**config.mk**
```make
export PLATFORM = sky130hd
export DESIGN_NAME = dds_tone_analyzer_flat
export DESIGN_NICKNAME = d
export VERILOG_FILES = /design/src/rtl/dds_tone_analyzer_pkg.sv /design/src/rtl/dds_tone_analyzer_if.sv /design/src/rtl/dds_extremum_tracker.sv /design/src/rtl/dds_tone_analyzer.sv /design/src/flat_wrapper.sv
export SDC_FILE = /design/constraint.sdc
export NUM_CORES = 1
export LEC_CHECK = 0
export BUFFER_PORTS_ARGS = -buffer_cell sky130_fd_sc_hd__buf_2
export CAP_MARGIN = 20
export CORE_MARGIN = 5
export CORE_UTILIZATION = 46
export DETAILED_ROUTE_END_ITERATION = 8
export PLACE_DENSITY_LB_ADDON = 0.05
export SYNTH_ARGS = -nofsm -noshare
export SYNTH_HDL_FRONTEND = slang
export SYNTH_HIERARCHICAL = 1
export SYNTH_SLANG_ARGS = --single-unit
```
**constraint.sdc**
```tcl
create_clock -name clk -period 5 [get_ports clk]
set_input_delay 1 -clock clk [delete_from_list [all_inputs] [get_ports clk]]
set_output_delay 1 -clock clk [all_outputs]
set_load 0.01 [all_outputs]
```
**src/rtl/dds_tone_analyzer_pkg.sv**
```systemverilog
// Shared definitions for the DDS tone analyzer: widths, thresholds,
// analyzer states and sample classification.
package dds_tone_analyzer_pkg;

    localparam int DATA_W = 8;
    localparam int MID    = 128;
    localparam int HYST   = 4;

    localparam logic [DATA_W-1:0] HI_THR = DATA_W'(MID + HYST);
    localparam logic [DATA_W-1:0] LO_THR = DATA_W'(MID - HYST);

    typedef enum logic [1:0] {
        ST_ACQ  = 2'd0,
        ST_ARM  = 2'd1,
        ST_HIGH = 2'd2,
        ST_LOW  = 2'd3
    } state_e;

    typedef enum logic [1:0] {
        CL_BAND = 2'd0,
        CL_HI   = 2'd1,
        CL_LO   = 2'd2
    } cls_e;

    function automatic cls_e classify(input logic [DATA_W-1:0] s);
        cls_e c;
        c = CL_BAND;
        if (s >= HI_THR) begin
            c = CL_HI;
        end else if (s <= LO_THR) begin
            c = CL_LO;
        end
        return c;
    endfunction

endpackage

```
**src/rtl/dds_tone_analyzer_if.sv**
```systemverilog
// Sample stream in, measurement results out.
interface dds_tone_analyzer_if #(
    parameter int DATA_W = 8,
    parameter int CNT_W  = 16
);
    logic              sample_valid;
    logic [DATA_W-1:0] sample;
    logic [CNT_W-1:0]  period;
    logic [DATA_W-1:0] peak;
    logic [DATA_W-1:0] trough;
    logic              meas_valid;
    logic              locked;
    logic              overflow;

    modport master (
        output sample_valid, sample,
        input  period, peak, trough, meas_valid, locked, overflow
    );

    modport slave (
        input  sample_valid, sample,
        output period, peak, trough, meas_valid, locked, overflow
    );
endinterface

```
**src/rtl/dds_extremum_tracker.sv**
```systemverilog
// Running max/min of the sample stream; load restarts both from sample.
module dds_extremum_tracker
    import dds_tone_analyzer_pkg::*;
(
    input  logic              clk,
    input  logic              rst,
    input  logic              load,
    input  logic              en,
    input  logic [DATA_W-1:0] sample,
    output logic [DATA_W-1:0] max_o,
    output logic [DATA_W-1:0] min_o
);
    logic [DATA_W-1:0] max_d, max_q;
    logic [DATA_W-1:0] min_d, min_q;

    always_comb begin
        max_d = max_q;
        min_d = min_q;
        if (load) begin
            max_d = sample;
            min_d = sample;
        end else if (en) begin
            if (sample > max_q) max_d = sample;
            if (sample < min_q) min_d = sample;
        end
    end

    always_ff @(posedge clk or negedge rst) begin
        if (!rst) begin
            max_q <= '0;
            min_q <= '0;
        end else begin
            max_q <= max_d;
            min_q <= min_d;
        end
    end

    assign max_o = max_q;
    assign min_o = min_q;
endmodule

```
**src/rtl/dds_tone_analyzer.sv**
```systemverilog
// Measures samples per cycle between rising mid-scale crossings
// (with hysteresis) and the peak/trough of each completed period.
module dds_tone_analyzer
    import dds_tone_analyzer_pkg::*;
#(
    parameter int CNT_W = 16
) (
    input  logic               clk,
    input  logic               rst,
    input  logic               clr,
    dds_tone_analyzer_if.slave bus
);
    localparam logic [CNT_W-1:0] CNT_MAX = {CNT_W{1'b1}};

    state_e            st_d, st_q;
    logic [CNT_W-1:0]  cnt_d, cnt_q;
    logic [CNT_W-1:0]  period_d, period_q;
    logic [DATA_W-1:0] peak_d, peak_q;
    logic [DATA_W-1:0] trough_d, trough_q;
    logic              meas_d, meas_q;
    logic              locked_d, locked_q;
    logic              ovf_d, ovf_q;
    logic              trk_load, trk_en;
    logic [DATA_W-1:0] trk_max, trk_min;
    cls_e              cls;

    assign cls = classify(bus.sample);

    dds_extremum_tracker u_trk (
        .clk    (clk),
        .rst    (rst),
        .load   (trk_load),
        .en     (trk_en),
        .sample (bus.sample),
        .max_o  (trk_max),
        .min_o  (trk_min)
    );

    always_comb begin
        st_d     = st_q;
        cnt_d    = cnt_q;
        period_d = period_q;
        peak_d   = peak_q;
        trough_d = trough_q;
        meas_d   = 1'b0;
        locked_d = locked_q;
        ovf_d    = 1'b0;
        trk_load = 1'b0;
        trk_en   = 1'b0;
        if (clr) begin
            st_d     = ST_ACQ;
            cnt_d    = '0;
            period_d = '0;
            peak_d   = '0;
            trough_d = '0;
            locked_d = 1'b0;
        end else if (bus.sample_valid) begin
            unique case (st_q)
                ST_ACQ: begin
                    if (cls == CL_LO) st_d = ST_ARM;
                end
                ST_ARM: begin
                    if (cls == CL_HI) begin
                        st_d     = ST_HIGH;
                        cnt_d    = '0;
                        trk_load = 1'b1;
                    end
                end
                ST_HIGH, ST_LOW: begin
                    // Saturation aborts before a wrapped period can be latched
                    if (cnt_q == CNT_MAX) begin
                        ovf_d    = 1'b1;
                        locked_d = 1'b0;
                        st_d     = ST_ACQ;
                        cnt_d    = '0;
                    end else if (st_q == ST_LOW && cls == CL_HI) begin
                        period_d = cnt_q + 1'b1;
                        peak_d   = trk_max;
                        trough_d = trk_min;
                        meas_d   = 1'b1;
                        locked_d = 1'b1;
                        cnt_d    = '0;
                        trk_load = 1'b1;
                        st_d     = ST_HIGH;
                    end else begin
                        cnt_d  = cnt_q + 1'b1;
                        trk_en = 1'b1;
                        if (st_q == ST_HIGH && cls == CL_LO) st_d = ST_LOW;
                    end
                end
                default: st_d = ST_ACQ;
            endcase
        end
    end

    always_ff @(posedge clk or negedge rst) begin
        if (!rst) begin
            st_q     <= ST_ACQ;
            cnt_q    <= '0;
            period_q <= '0;
            peak_q   <= '0;
            trough_q <= '0;
            meas_q   <= 1'b0;
            locked_q <= 1'b0;
            ovf_q    <= 1'b0;
        end else begin
            st_q     <= st_d;
            cnt_q    <= cnt_d;
            period_q <= period_d;
            peak_q   <= peak_d;
            trough_q <= trough_d;
            meas_q   <= meas_d;
            locked_q <= locked_d;
            ovf_q    <= ovf_d;
        end
    end

    assign bus.period     = period_q;
    assign bus.peak       = peak_q;
    assign bus.trough     = trough_q;
    assign bus.meas_valid = meas_q;
    assign bus.locked     = locked_q;
    assign bus.overflow   = ovf_q;
endmodule

```
**src/flat_wrapper.sv**
```systemverilog
// flat-port wrapper written by rule: the top's interface ports become plain ports
module dds_tone_analyzer_flat import dds_tone_analyzer_pkg::*;
#(
    parameter int CNT_W = 16
)
  (clk, rst, clr, bus_sample_valid, bus_sample, bus_period, bus_peak, bus_trough, bus_meas_valid, bus_locked, bus_overflow);
  dds_tone_analyzer_if #(.DATA_W(8), .CNT_W(CNT_W)) bus_i ();
  input  logic clk;
  input  logic rst;
  input  logic clr;
  input wire logic [$bits(bus_i.sample_valid)-1:0] bus_sample_valid;
  input wire logic [$bits(bus_i.sample)-1:0] bus_sample;
  output wire logic [$bits(bus_i.period)-1:0] bus_period;
  output wire logic [$bits(bus_i.peak)-1:0] bus_peak;
  output wire logic [$bits(bus_i.trough)-1:0] bus_trough;
  output wire logic [$bits(bus_i.meas_valid)-1:0] bus_meas_valid;
  output wire logic [$bits(bus_i.locked)-1:0] bus_locked;
  output wire logic [$bits(bus_i.overflow)-1:0] bus_overflow;
  assign bus_i.sample_valid = bus_sample_valid;
  assign bus_i.sample = bus_sample;
  assign bus_period = bus_i.period;
  assign bus_peak = bus_i.peak;
  assign bus_trough = bus_i.trough;
  assign bus_meas_valid = bus_i.meas_valid;
  assign bus_locked = bus_i.locked;
  assign bus_overflow = bus_i.overflow;
  dds_tone_analyzer #(.CNT_W(CNT_W)) u_core (.clk(clk), .rst(rst), .clr(clr), .bus(bus_i));
endmodule
```
==> results of run 1 <==
[cells in the mapped netlist (2+ instances only)]
cell type | number | area share (%)
a211oi_1 | 10 | 2.0
a21o_1 | 4 | 0.82
a21oi_1 | 25 | 3.4
a222oi_1 | 8 | 2.2
a22o_1 | 4 | 0.95
a311oi_1 | 3 | 0.71
a32o_1 | 3 | 0.82
and2_1 | 2 | 0.34
and3_1 | 3 | 0.51
buf_2 | 5 | 0.68
clkbuf_1 | 12 | 1.2
dfrtp_1 | 69 | 47
ha_1 | 16 | 5.4
inv_1 | 19 | 1.9
mux2_2 | 8 | 2.4
nand2_1 | 64 | 6.5
nand2b_1 | 3 | 0.51
nand3_1 | 6 | 0.82
nand4_1 | 5 | 0.85
nor2_1 | 31 | 3.2
nor2b_1 | 4 | 0.68
nor3_1 | 14 | 1.9
nor4_1 | 5 | 0.85
o211ai_1 | 10 | 2.0
o211ai_2 | 2 | 0.68
o21a_1 | 2 | 0.41
o21ai_0 | 13 | 1.8
o21ai_1 | 2 | 0.27
or4_1 | 2 | 0.41
xnor2_1 | 6 | 1.4
xor2_1 | 6 | 1.4
[through the flow]
stage	instances	instance area [sq um]	setup slack, ps	hold WS, ps	utilization (%)
6_report	535	4180	1540	523	53.8
5_1_grt	535	4180	1320	541	53.8
4_1_cts	534	4170	1500	524	53.7
3_5_place_dp	519	4010	1210	506	51.7
3_3_place_gp	519	4010	1240	500	51.7
2_1_floorplan	385	3680	1730	484	-
[metal layers]
metal  up-vias  GRT usage (%)  share of wire (%)
met4         0           5.67               0.97
met5         -              0                  0
met3         6           4.28                4.5
met1      1477           25.9                 47
li1       1479              -                  -
met2        85           31.0                 48
[worst min-delay path, stage by stage (launching register included)]
cell and delay, ps:
dfrtp_1 380, nand2_1 50, a21oi_1 50
[cell type report]
| cell class | instances | area, sq um | area share, % |
|---|---|---|---|
| clock buffer | 11 | 131 | 3.15 |
| multi-input combinational | 279 | 1830 | 43.8 |
| inverter | 20 | 75.1 | 1.80 |
| sequential | 69 | 1730 | 41.4 |
| timing repair buffer | 50 | 258 | 6.17 |
| clock inverter | 4 | 26.3 | 0.629 |
| tap | 102 | 128 | 3.06 |
[power by group through the flow]
stage               sequential (mW)  clock [mW]  combinational, mW
finish                        0.605       0.389              0.143
global route                  0.609       0.426              0.162
CTS                           0.605       0.402              0.145
detailed placement            0.616           0              0.144
global placement              0.615           0              0.141
floorplan                     0.609           0              0.100
[worst paths after layout]
check,startpoint,to,cells past startpoint
worst max-delay path,u_core/cnt_q[0],u_core/u_trk/min_o[7],11
worst min register to register,u_core/bus.trough[2],u_core/bus.trough[2],2
worst max register to register,u_core/cnt_q[0],u_core/u_trk/min_o[7],11
worst min-delay path,u_core/bus.trough[2],u_core/bus.trough[2],2
max in group asynchronous,rst,u_core/u_trk/min_o[2],2
min in group asynchronous,rst,u_core/bus.period[4],1
[logic make-up after synthesis]
kind of cell	count (synthesis)	synth area share, %
muxes	8	2.45
buffers and inverters	37	3.94
adders and majority gates	16	5.44
AOI/OAI and AO/OA	97	20.1
DFF	69	46.9
and+or+nand+nor	146	18.3
xor gates and xnor gates	12	2.86
[registers in the layout, summed over array words and instances (netlist names)]
| name | cells |
|---|---|
| u_core/bus.locked | 1 |
| u_core/bus.meas_valid | 1 |
| u_core/bus.overflow | 1 |
| u_core/bus.peak | 8 |
| u_core/bus.period | 16 |
| u_core/bus.trough | 8 |
| u_core/cnt_q | 16 |
| u_core/st_q | 2 |
| u_core/u_trk/max_o | 8 |
| u_core/u_trk/min_o | 8 |
==> key figures, run 1 <==
Status
  • Status: finished, final reports clean

Floorplanning
  • Starting Density: 47.4%
  • Die area: 9890 sq um
  • IO Pins: 47
  • Row count: 32
  • Die W: 99.4 microns
  • Die height: 99.4 microns
  • Core area: 7770 sq um

Placed design
  • Post-DP HPWL: 6320 microns
  • # port buffers: 46
  • Placer's final routability congestion estimate: 0.846

Layout
  • Synth-to-layout area growth: 13.5%
  • Commonest non-fill, non-tap cell in the layout: dfrtp_1
  • Nets: 457
  • Fill cells: 758
  • Share of layout cells above drive strength 1: 20.1%
  • Diodes inserted: 0
  • Commonest cells after routing, fill and taps aside: dfrtp_1 (69), nand2_1 (64), buf_2 (46), nor2_1 (31), a21oi_1 (25)

Global route
  • Initial antenna violation count: 0
  • Global-route wire length before repair: 15200 microns
  • Global route overflow: 0
  • Largest net degree at the start of global routing: 45
  • Vias in the first global route: 2980
  • GRT Total Usage: 19.2%

Drt
  • Wirelength per Cell: 16.8 microns
  • Detailed-route DRC error count: 0
  • WL final: 8970 microns
  • DRT iter0 DRCs: 237
  • Drt pass-1 iters: 7
  • Vias after detailed routing: 3047
  • Via density: 5.70
  • Routed Antenna Nets: 0

STA
  • Setup tns final: 0 ps
  • Max Freq: 0.289 GHz
  • Tmin final: 3460 ps
  • Clock skew: 14.7 ps
  • Fin crit share: 69.3%
  • Max transition margin: 29.0%
  • Least-Margin Pin Slew: 1060 ps
  • Number of setup violations in the final report: 0
  • Final hold violations: 0
  • Max-slew violation count: 0
  • RSZ-0062 raised after global routing: false

Yosys
  • Yosys warns: 6
  • Top FF cell, synth: dfrtp_1
  • Synth Cell Area: 3680 sq um
  • Post-synthesis sequential area ratio: 46.9%
  • Post-synth EDFFs: 0
  • Synth cell types: 50
  • Post-Syn Area per Cell: 9.56 sq um
  • Post-synth net total: 413
  • Post-Syn Instances: 385
  • Yosys reg bits: 69
  • Ys async rst share: 100%

CTS
  • Clock Path Buffers: 2
  • Post-CTS sizing: 0
  • Post-CTS Hold Fix Bufs: 0
  • CTS Root Cell: clkbuf_8
  • Clk_lat worst skew: 350 ps
  • H-tree Lvls: 3
  • Postcts setup bufs: 0
  • Clock transition at path regs: 70 ps
  • CTS tree: built
  • Num CTS Buffers: 9
  • Sink Count: 69

Min path
  • Worst Hold Class: reg2reg

Power
  • LEAKAGE: 1.85 nW
  • Clock share of power: 34.2%
  • Power density over cell area: 272 nW/um^2
  • Max IR drop VDD: 0.144 mV
  • Switching share of total power: 27.9%
  • Reg power frac: 53.2%
  • Int Pwr: 0.820 mW
  • Comb pwr share: 12.6%
  • P_sw: 0.317 mW
  • Tot Pwr: 1.14 mW

Critical path
  • Critical Path AT: 3690 ps
  • Worst stage delay on the critical path: 710 ps
  • CP cell instances: ha_1 -> nand3_2 -> or4_1 -> nor2_1 -> a211oi_2 -> buf_4 -> and4b_1 -> nand2_1 -> nor3_2 -> a211oi_4 -> mux2_2
  • Crit path capture type: flip-flop
  • CP required: 5230 ps
  • Startpoint Class: flip-flop
  • Worst R2R Setup Slack: 1540 ps
  • Crit path max fanout: 25
  • CP Class: reg2reg
  • Crit path buf inv count: 1
  • Slowest cell on crit path: or4_1
  • Cell family with most CP delay: simple AND/OR/NAND/NOR gates

Run
  • Maxcap violations: 0
Note: power is estimated with default switching activity, not from simulation.
==> run 2: changes to the inputs <==
Clock period 5 ns to 3.43 ns, I/O delays scaled along.
==> run 2 against run 1 <==
Compared with the run above: clock-buffer cell count is the same; non-clock buffer count increased by 17; die area unchanged; clock power up 43%; first-iteration DRC count is 26% lower; combinational power increased by 55%; clock skew down 8.5 ps; register-to-register slack worse by 950 ps; highest routed layer unchanged.
==> key figures, run 2 (synthesized netlist as in run 1, its figures left out) <==
Status
  • Status: finished, final reports clean

Critical path
  • Startpoint Class: primary input
  • CP required: 3660 ps (-1570 ps)
  • CP startpoint: bus_sample[4]
  • CP endpoint: u_core/u_trk/min_o[7]
  • CP Class: in2reg
  • Capturing point of the worst reg2reg path: u_core/u_trk/min_o[7]
  • Crit path capture type: flip-flop
  • Crit path max fanout: 8 (-68%)
  • Reg2Reg Depth: 11 (unchanged)
  • Critical Path AT: 3130 ps (-560 ps)
  • Worst R2R Setup Slack: 590 ps (-950 ps)
  • R2R Path Start: u_core/cnt_q[0]

Layout
  • Commonest non-fill, non-tap cell in the layout: dfrtp_1
  • Diodes inserted: 0 (unchanged)
  • Share of layout cells above drive strength 1: 23.0% (+2.9 points)
  • Fill cells: 741 (-2.2%)
  • Synth-to-layout area growth: 17.6%
  • Nets: 474 (+3.7%)
  • Final Instance Area: 4330 sq um (+3.6%)
  • Commonest cells after routing, fill and taps aside: dfrtp_1 (69), nand2_1 (64), buf_2 (46), nor2_1 (31), a21oi_1 (25)

Placed design
  • # port buffers: 46 (unchanged)
  • Placed standard-cell area: 4170 sq um (+4.0%)
  • Placer's final routability congestion estimate: 0.846 (about the same)
  • Post-DP HPWL: 6550 microns (+3.6%)

Global route
  • Global route overflow: 0 (unchanged)
  • Initial antenna violation count: 0 (unchanged)
  • Global-route wire length before repair: 15300 microns (+0.55%)
  • GRT Total Usage: 19.1% (-0.11 points)
  • Vias in the first global route: 3032 (+1.7%)
  • Largest net degree at the start of global routing: 36 (-20%)

STA
  • Tmin final: 2900 ps
  • Number of setup violations in the final report: 0 (unchanged)
  • Max transition margin: 45.5% (+17 points)
  • RSZ-0062 raised after global routing: false
  • Max-slew violation count: 0 (unchanged)
  • Final hold violations: 0 (unchanged)
  • Least-Margin Pin Slew: 817 ps (-240 ps)
  • Fin crit share: 84.6%
  • Setup tns final: 0 ps (unchanged)
  • Max Freq: 0.344 GHz
  • Clock skew: 6.22 ps (-8.45 ps)

Floorplanning
  • Die W: 99.4 microns (unchanged)
  • Die height: 99.4 microns (unchanged)
  • Starting Density: 47.4% (unchanged)
  • Row count: 32 (unchanged)
  • Die area: 9890 sq um (unchanged)
  • IO Pins: 47 (unchanged)
  • Core area: 7770 sq um (unchanged)

CTS
  • H-tree Lvls: 3 (unchanged)
  • CTS tree: built
  • Postcts setup bufs: 0 (unchanged)
  • Num CTS Buffers: 9 (unchanged)
  • Post-CTS Hold Fix Bufs: 0 (unchanged)
  • Sink Count: 69 (unchanged)
  • Clk_lat worst skew: 340 ps (about the same)
  • Clock Path Buffers: 2 (unchanged)
  • CTS Root Cell: clkbuf_8
  • Clock transition at path regs: 70 ps (about the same)
  • Post-CTS sizing: 0 (unchanged)

Drt
  • Vias after detailed routing: 3090 (+1.4%)
  • Routed Antenna Nets: 0 (unchanged)
  • Via density: 5.62 (-1.4%)
  • Drt pass-1 iters: 6 (-1)
  • Detailed-route DRC error count: 0 (unchanged)
  • Wirelength per Cell: 16.3 microns (-2.8%)
  • DRT iter0 DRCs: 175 (-26%)
  • WL final: 8960 microns (-0.11%)

Power
  • LEAKAGE: 1.94 nW (+4.7%)
  • Power density over cell area: 383 nW/um^2 (+41%)
  • Max IR drop VDD: 0.197 mV (+37%)

Min path
  • Worst Hold Class: in2async

Run
  • Maxcap violations: 0 (unchanged)
-- run 2: changes by cell type in the layout (fill, tap and decap cells not counted), sizes merged --
| cell | before | now |
|---|---|---|
| buf | 49 | 67 |
| clkbuf | 12 | 11 |
| clkinv | 3 | 1 |
-- run 2: cell type report --
type	count	area (sq um)	area share, %
clock buffer	11	141	3.27
clock inverter	2	12.5	0.289
multi-input combinational	279	1830	42.3
inverter	20	75.1	1.74
timing repair buffer	67	413	9.54
sequential	69	1730	39.9
tap	102	128	2.95
-- run 2: stage by stage --
stage	std cells	utilization (%)	hold slack, ps	power [mW]	worst slack (ps)
detailed placement	537	53.7	508	1.12	185
CTS	550	55.7	452	1.68	545
global placement	537	53.7	502	1.11	212
floorplan	385	-	390	1.03	479
global route	550	55.7	502	1.75	440
finish	550	55.7	436	1.66	527
-- run 2: layer usage --
layer | vias up | track usage (%) | part of all wire (%)
met5 | - | 0 | 0
met4 | 0 | 6.30 | 1.9
met3 | 14 | 3.93 | 4.7
met2 | 73 | 30.7 | 47
met1 | 1495 | 25.8 | 46
li1 | 1508 | - | -
-- run 2: worst max-delay path, cell delays in order --
cell and delay (ps):
buf_2 150, or4_4 560, o211a_2 330, a211o_1 360
or2b_4 280, inv_2 50, a31oi_1 230, a211oi_4 70
buf_12 150, mux2_2 270
-- run 2: worst min path at each step --
stage / start / end / slack (ps) / cells after the start
floorplan: rst / u_core/bus.locked / 390 / 0
global placement: u_core/bus.period[8] / u_core/bus.period[8] / 500 / 1
detailed placement: u_core/bus.period[8] / u_core/bus.period[8] / 510 / 1
CTS: rst / u_core/bus.period[3] / 450 / 1
global route: rst / u_core/bus.period[3] / 500 / 1
finish: rst / u_core/bus.period[3] / 440 / 1
-- run 2: power by group --
part / leakage, nW / internal, mW / total (mW) / switching (mW)
Sequential: 0.907 / 0.850 / 0.880 / 0.0297
Combinational: 0.956 / 0.0988 / 0.222 / 0.123
Clock: 0.0771 / 0.269 / 0.556 / 0.287
Total: 1.94 / 1.22 / 1.66 / 0.440
